File: src/rtl/image_scanner.sv
// Read-side VGA scanner for the image store: 640x480@60 timing, incremental
// store addressing for a SCALE-magnified image, and a 2-stage colour pipeline.
module image_scanner #(
  parameter int          IMG_W    = 75,
  parameter int          IMG_H    = 75,
  parameter int          SCALE    = 4,
  parameter int          X0       = 170,
  parameter int          Y0       = 90,
  parameter logic [2:0]  BG_COLOR = 3'b000,
  parameter int          H_ACTIVE = 640,
  parameter int          H_FP     = 16,
  parameter int          H_SYNC   = 96,
  parameter int          H_BP     = 48,
  parameter int          V_ACTIVE = 480,
  parameter int          V_FP     = 10,
  parameter int          V_SYNC   = 2,
  parameter int          V_BP     = 33
) (
  input  logic        clock,
  input  logic        reset,
  input  logic [3:0]  state,
  input  logic [2:0]  q,
  output logic [3:0]  image_state,
  output logic [18:0] address,
  output logic        vga_hs,
  output logic        vga_vs,
  output logic        vga_blank_n,
  output logic [7:0]  vga_r,
  output logic [7:0]  vga_g,
  output logic [7:0]  vga_b,
  output logic        frame_start
);

  localparam int H_TOTAL = H_ACTIVE + H_FP + H_SYNC + H_BP;
  localparam int V_TOTAL = V_ACTIVE + V_FP + V_SYNC + V_BP;
  localparam int X_END   = X0 + IMG_W * SCALE;
  localparam int Y_END   = Y0 + IMG_H * SCALE;

  logic [9:0]  h_r, v_r;
  logic [2:0]  sub_x_r, sub_y_r;
  logic [18:0] col_r, row_base_r;
  logic        hs_d_r, vs_d_r, active_d_r, in_image_d_r;
  logic        h_end_s, frame_end_s, in_x_s, in_y_s, in_image_s;
  logic        hs_s, vs_s, active_s;
  logic [2:0]  pix_s;

  assign h_end_s     = (int'(h_r) == H_TOTAL - 1);
  assign frame_end_s = h_end_s && (int'(v_r) == V_TOTAL - 1);
  assign in_x_s      = (int'(h_r) >= X0) && (int'(h_r) < X_END);
  assign in_y_s      = (int'(v_r) >= Y0) && (int'(v_r) < Y_END);
  assign in_image_s  = in_x_s && in_y_s;
  assign hs_s        = !((int'(h_r) >= H_ACTIVE + H_FP) && (int'(h_r) < H_ACTIVE + H_FP + H_SYNC));
  assign vs_s        = !((int'(v_r) >= V_ACTIVE + V_FP) && (int'(v_r) < V_ACTIVE + V_FP + V_SYNC));
  assign active_s    = (int'(h_r) < H_ACTIVE) && (int'(v_r) < V_ACTIVE);

  // Raster counters and the once-per-frame image select latch.
  always_ff @(posedge clock) begin
    if (reset) begin
      h_r         <= 10'd0;
      v_r         <= 10'd0;
      image_state <= 4'd0;
      frame_start <= 1'b0;
    end else begin
      frame_start <= frame_end_s;
      if (frame_end_s) begin
        image_state <= state;
      end
      if (h_end_s) begin
        h_r <= 10'd0;
        v_r <= (int'(v_r) == V_TOTAL - 1) ? 10'd0 : v_r + 10'd1;
      end else begin
        h_r <= h_r + 10'd1;
      end
    end
  end

  // Column tracking: sub_x divides h by SCALE without a divider.
  always_ff @(posedge clock) begin
    if (reset || h_end_s) begin
      sub_x_r <= 3'd0;
      col_r   <= 19'd0;
    end else if (in_x_s) begin
      if (sub_x_r == 3'(SCALE - 1)) begin
        sub_x_r <= 3'd0;
        col_r   <= col_r + 19'd1;
      end else begin
        sub_x_r <= sub_x_r + 3'd1;
      end
    end
  end

  // Row tracking: advance at end of each image line, step row_base by IMG_W.
  always_ff @(posedge clock) begin
    if (reset || frame_end_s) begin
      sub_y_r    <= 3'd0;
      row_base_r <= 19'd0;
    end else if (h_end_s && in_y_s) begin
      if (sub_y_r == 3'(SCALE - 1)) begin
        sub_y_r    <= 3'd0;
        row_base_r <= row_base_r + 19'(IMG_W);
      end else begin
        sub_y_r <= sub_y_r + 3'd1;
      end
    end
  end

  // Store address straight from registered counters.
  always_comb begin
    address = 19'd0;
    if (in_image_s) begin
      address = row_base_r + col_r;
    end else begin
      address = 19'd0;
    end
  end

  // Pixel colour source for stage 2, aligned with q from the store.
  always_comb begin
    pix_s = 3'b000;
    if (!active_d_r) begin
      pix_s = 3'b000;
    end else if (in_image_d_r) begin
      pix_s = q;
    end else begin
      pix_s = BG_COLOR;
    end
  end

  // Stage 1 delays timing to match store latency; stage 2 registers the pins.
  always_ff @(posedge clock) begin
    if (reset) begin
      hs_d_r       <= 1'b1;
      vs_d_r       <= 1'b1;
      active_d_r   <= 1'b0;
      in_image_d_r <= 1'b0;
      vga_hs       <= 1'b1;
      vga_vs       <= 1'b1;
      vga_blank_n  <= 1'b0;
      vga_r        <= 8'h00;
      vga_g        <= 8'h00;
      vga_b        <= 8'h00;
    end else begin
      hs_d_r       <= hs_s;
      vs_d_r       <= vs_s;
      active_d_r   <= active_s;
      in_image_d_r <= in_image_s;
      vga_hs       <= hs_d_r;
      vga_vs       <= vs_d_r;
      vga_blank_n  <= active_d_r;
      vga_r        <= {8{pix_s[2]}};
      vga_g        <= {8{pix_s[1]}};
      vga_b        <= {8{pix_s[0]}};
    end
  end

endmodule

File: config.mk
export PLATFORM = sky130hd
export DESIGN_NAME = image_scanner
export DESIGN_NICKNAME = d
export VERILOG_FILES = /design/src/rtl/image_scanner.sv
export SDC_FILE = /design/constraint.sdc
export NUM_CORES = 1
export LEC_CHECK = 0
export ABC_AREA = 1
export CAP_MARGIN = 25
export CORE_MARGIN = 4
export CORE_UTILIZATION = 37
export DETAILED_ROUTE_END_ITERATION = 8
export PLACE_DENSITY_LB_ADDON = 0.15
export SYNTH_ARGS = -nofsm -noshare
export SYNTH_HDL_FRONTEND = slang
export SYNTH_SLANG_ARGS = --single-unit
File: constraint.sdc
create_clock -name clock -period 2.04 [get_ports clock]
set_input_delay 0.306 -clock clock [delete_from_list [all_inputs] [get_ports clock]]
set_output_delay 0.306 -clock clock [all_outputs]
set_load 0.05 [all_outputs]
==> flow_summary.rst <==
.. list-table::
   :header-rows: 1

   * - Metric
     - Value
   * - Synthesized netlist cell count
     - 854
   * - Worst-case setup margin in the final layout
     - -0.422 ns
   * - Area share of the largest cell type after synthesis
     - between 20% and 30%
   * - Critical path required time
     - about 1.7 ns
   * - Critical path type
     - reg -> out
   * - Final critical path time including I/O delays and setup
     - around 2.5 ns
   * - Adder-cell area share of the yosys netlist
     - 6.48%
   * - Arrival time reported for the critical path endpoint
     - approximately 2.2 ns
   * - Number of buffers inserted by port buffering
     - 59
   * - Fillers
     - about 1400
   * - Clk network pwr share
     - between 40 and 50%
   * - Max rail drop VDD
     - approximately 0.45 mV
   * - Number of library cell types mapped by synthesis
     - 43
   * - Total length of routed wires
     - 15.4 mm
   * - Syn Nets
     - between 800 and 900
   * - Most area-consuming cells after synthesis
     - sky130_fd_sc_hd__dfxtp_1, sky130_fd_sc_hd__nand2_1, sky130_fd_sc_hd__nor2_1
   * - Largest net degree at the start of global routing
     - 27
   * - Antenna violations before repair
     - 0
   * - Switching share of power
     - a little under a quarter
   * - Standard cell with the maximum stage delay on the critical path
     - sky130_fd_sc_hd__dfxtp_2
   * - Via density per instance
     - between 4 and 5
   * - EDFF count, synth
     - 0
   * - Startpoint Class
     - flip-flop
   * - TritonCTS clock tree
     - built
   * - Via count of the first global-routing pass
     - 5260
   * - Family with the most delay on the worst path
     - compound AO/OA/AOI/OAI gates
   * - Cell accounting for the most synthesized area
     - sky130_fd_sc_hd__dfxtp_1
   * - Critical Path Max Stage Delay
     - approximately 0.34 ns
   * - Total number of vias
     - between 5000 and 6000
   * - Global-route wire length before repair
     - between 20 and 30 mm
   * - Internal
     - about 2.4 mW
   * - Detailed-routing iteration count for the pre-antenna-repair pass
     - 5
   * - Reported net switching power
     - approximately 0.76 mW
   * - Floorplan die height
     - 130 um
   * - Worst slew margin relative to its limit
     - about two thirds
   * - Share of cell area taken by muxes after synthesis
     - 0%
   * - Compound-cell area share of the yosys netlist
     - 11.9%
   * - Proportion of layout cells with a drive suffix above 1
     - 28.2%
   * - Area enclosed by the die boundary
     - ~17000 um2
   * - Half-perimeter wire length after placement
     - roughly 12 mm
   * - Status
     - finished with violations
   * - TritonCTS buffer count
     - 9
   * - Number of design rule violations left after detail routing
     - 0
   * - Largest family of logic cells by synthesized area
     - simple AND/OR/NAND/NOR gates
   * - Maximum net fanout on the critical path
     - 6
   * - Post-synthesis average cell area
     - about 6.5 um2
   * - Aggregate negative setup slack
     - -6.90 ns
   * - Count of synthesis-stage warnings from yosys
     - 0
   * - Flop and latch count out of synthesis
     - between 70 and 80
   * - Source-to-sink clock delay at the later pin of the worst-skew pair
     - 0.35 ns
   * - Final Wtd Congestion
     - between 0.9 and 1
   * - Clock slew seen by the registers of the worst setup and hold paths
     - 0.06 ns
   * - Placeable core area
     - 14600 um2
   * - Number of violations of the max-capacitance limit
     - 0
   * - Worst clock skew
     - about 0.0093 ns
   * - Final worst-path cycle share
     - 121%
   * - RSZ-0062 raised after global routing
     - true
   * - Parity-gate share of the synthesized area counting xor and xnor cells
     - 4.76%
   * - Worst hold path class
     - reg -> reg
   * - Violated checks
     - setup timing
   * - Leakage
     - approximately 3.4 nW
   * - Grt total ovfl
     - 0
   * - Final std cells w/o fill
     - ~1200
   * - Clock tree root buffer cell
     - sky130_fd_sc_hd__clkbuf_16
   * - IO Pins
     - 60
   * - Proportion of synthesized chip area in sequential cells
     - between 20% and 30%
   * - Most frequently used flop master after synthesis
     - sky130_fd_sc_hd__dfxtp_1
   * - Final-report max-slew violation count
     - 0
   * - Post-cts hold buffer count
     - 0
   * - # rows
     - 44
   * - CTS H-tree depth
     - 3
   * - Antenna Cells
     - 0
   * - Setup Viol. Count Final
     - 19
   * - Gate power share
     - 3.5%
   * - Worst-case clock buffer depth
     - 2
   * - Area grow syn2layout
     - 46.5%
   * - Total number of nets in the final design
     - roughly 1100
   * - Starting Density
     - between 30% and 40%
   * - Maximum clock rate
     - between 400 and 500 MHz
   * - Slew of the pin with the lowest slew margin
     - ~0.51 ns
   * - Pwr/cell area
     - about 390 nW/um2
   * - Count leader, synth
     - sky130_fd_sc_hd__nand2_1
   * - Post-layout utilization of the core
     - 55.5%
   * - Cells along the critical path
     - buf_6 > nand2_4 > nand2_2 > nand2_1 > nand2_1 > a21oi_2 > nand2_4 > nor2_4 > o21ai_0 > a21oi_1 > buf_4 > buf_12
   * - Clock sinks
     - 79
   * - Antenna Violating Nets Remaining
     - 0
   * - Part of the total power dissipated in sequential elements
     - 48.8%
   * - Worst Setup End Kind
     - output pin
   * - Post-synthesis instance area
     - 5520 um2
   * - Number of hold-slack violations in the final timing report
     - 0
   * - DIE WIDTH
     - 130 um
   * - Top cell types by occurrence after synthesis
     - sky130_fd_sc_hd__nand2_1, sky130_fd_sc_hd__nor2_1, sky130_fd_sc_hd__inv_1, sky130_fd_sc_hd__dfxtp_1, sky130_fd_sc_hd__a21oi_1
   * - Async set-reset flop share out of synthesis
     - 0%
   * - Overall global routing resource usage
     - a little under a fifth
   * - Wire length per cell
     - ~13 um
   * - Total buffers and inverters traversed by the critical path
     - 3
   * - Placed cell count
     - approximately 1200
   * - Simple-gate portion of the synthesized area
     - between 30% and 40%
   * - Iteration-0 DRC count of the detailed router
     - between 300 and 400
## what timing repair did
| item | in CTS | in global routing |
|---|---|---|
| pin swaps | 9 | 9 |
| cloned | 0 | 0 |
| setup buffers | 7 | 4 |
| resized for setup | 62 | 43 |
| endpoints found under the setup margin | 19 | 26 |
## worst paths after layout
check / start / to / slack [ns] / cells after the start
max reg2reg: h_r[1] / row_base_r[9] / 0.14 / 10
min: hs_d_r / vga_hs / 0.41 / 1
max: h_r[1] / address[7] / -0.42 / 12
min reg2reg: hs_d_r / vga_hs / 0.41 / 1
## power groups by stage
stage / logic [mW] / clock network [mW] / registers (mW)
after floorplan: 0.0463 / 0 / 1.59
after global placement: 0.0974 / 0 / 1.59
after detailed placement: 0.0977 / 0 / 1.59
after CTS: 0.103 / 1.57 / 1.55
after global routing: 0.122 / 1.62 / 1.56
final: 0.110 / 1.52 / 1.56
## stage by stage
stage	area, um2	hold slack (ns)	power (mW)	setup slack [ns]
after CTS	7890	0.410	3.23	-0.390
final	8090	0.407	3.19	-0.422
after global placement	7280	0.393	1.69	-0.0964
after floorplan	5630	0.389	1.64	-0.248
after detailed placement	7280	0.397	1.69	-0.125
after global routing	8090	0.429	3.30	-0.546
## placed cells by master, fill, tap and decap left out, types with 5 or more instances in the layout
cell	instances
sky130_fd_sc_hd__nand2_1	241
sky130_fd_sc_hd__buf_4	118
sky130_fd_sc_hd__inv_1	87
sky130_fd_sc_hd__nor2_1	83
sky130_fd_sc_hd__dfxtp_1	67
sky130_fd_sc_hd__a21oi_1	61
sky130_fd_sc_hd__nand3_1	45
sky130_fd_sc_hd__clkdlybuf4s50_1	40
sky130_fd_sc_hd__buf_12	22
sky130_fd_sc_hd__a21oi_2	20
sky130_fd_sc_hd__nand2_2	19
sky130_fd_sc_hd__nand4_1	15
sky130_fd_sc_hd__xor2_1	15
sky130_fd_sc_hd__nor2_4	14
sky130_fd_sc_hd__ha_4	14
sky130_fd_sc_hd__xnor2_1	13
sky130_fd_sc_hd__o21ai_0	12
sky130_fd_sc_hd__ha_1	12
sky130_fd_sc_hd__nor3_1	11
sky130_fd_sc_hd__dfxtp_2	11
sky130_fd_sc_hd__nor2_2	10
sky130_fd_sc_hd__clkbuf_16	9
sky130_fd_sc_hd__nand3_2	7
sky130_fd_sc_hd__o21ai_1	5
## area by class of cell
type                       instances  area, um2  area share (%)
inverter                          95        362            4.47
clock inverter                     6       45.0           0.557
tap                              184        230            2.84
timing repair buffer             184       1780            22.0
multi-input combinational        644       3850            47.6
sequential                        79       1600            19.8
clock buffer                      10        229            2.83
## per-layer routing
layer	part of all wire, %	track usage [%]	up-vias	wire length [um]
li1	-	-	3046	-
met1	50	25.4	2567	7650
met2	46	29.4	73	7120
met3	3.0	3.48	16	464
met4	1.3	5.75	0	195
met5	0	0	-	0
## cells by family (layout without fill, tap and decap cells)
| kind of cell | count (synthesis) | in the layout |
|---|---|---|
| compound gates | 118 | 118 |
| xor+xnor | 30 | 30 |
| fa+ha+maj | 28 | 28 |
| buf+inv | 131 | 295 |
| flops | 79 | 79 |
| simple gates | 468 | 468 |
## flip-flops by register name (all words and copies together), names as in the netlist, 3 cells and up
signal	cells
col_r	19
image_state	4
v_r	10
row_base_r	19
sub_x_r	3
sub_y_r	3
h_r	10
Power figures use the tool's default switching activity.
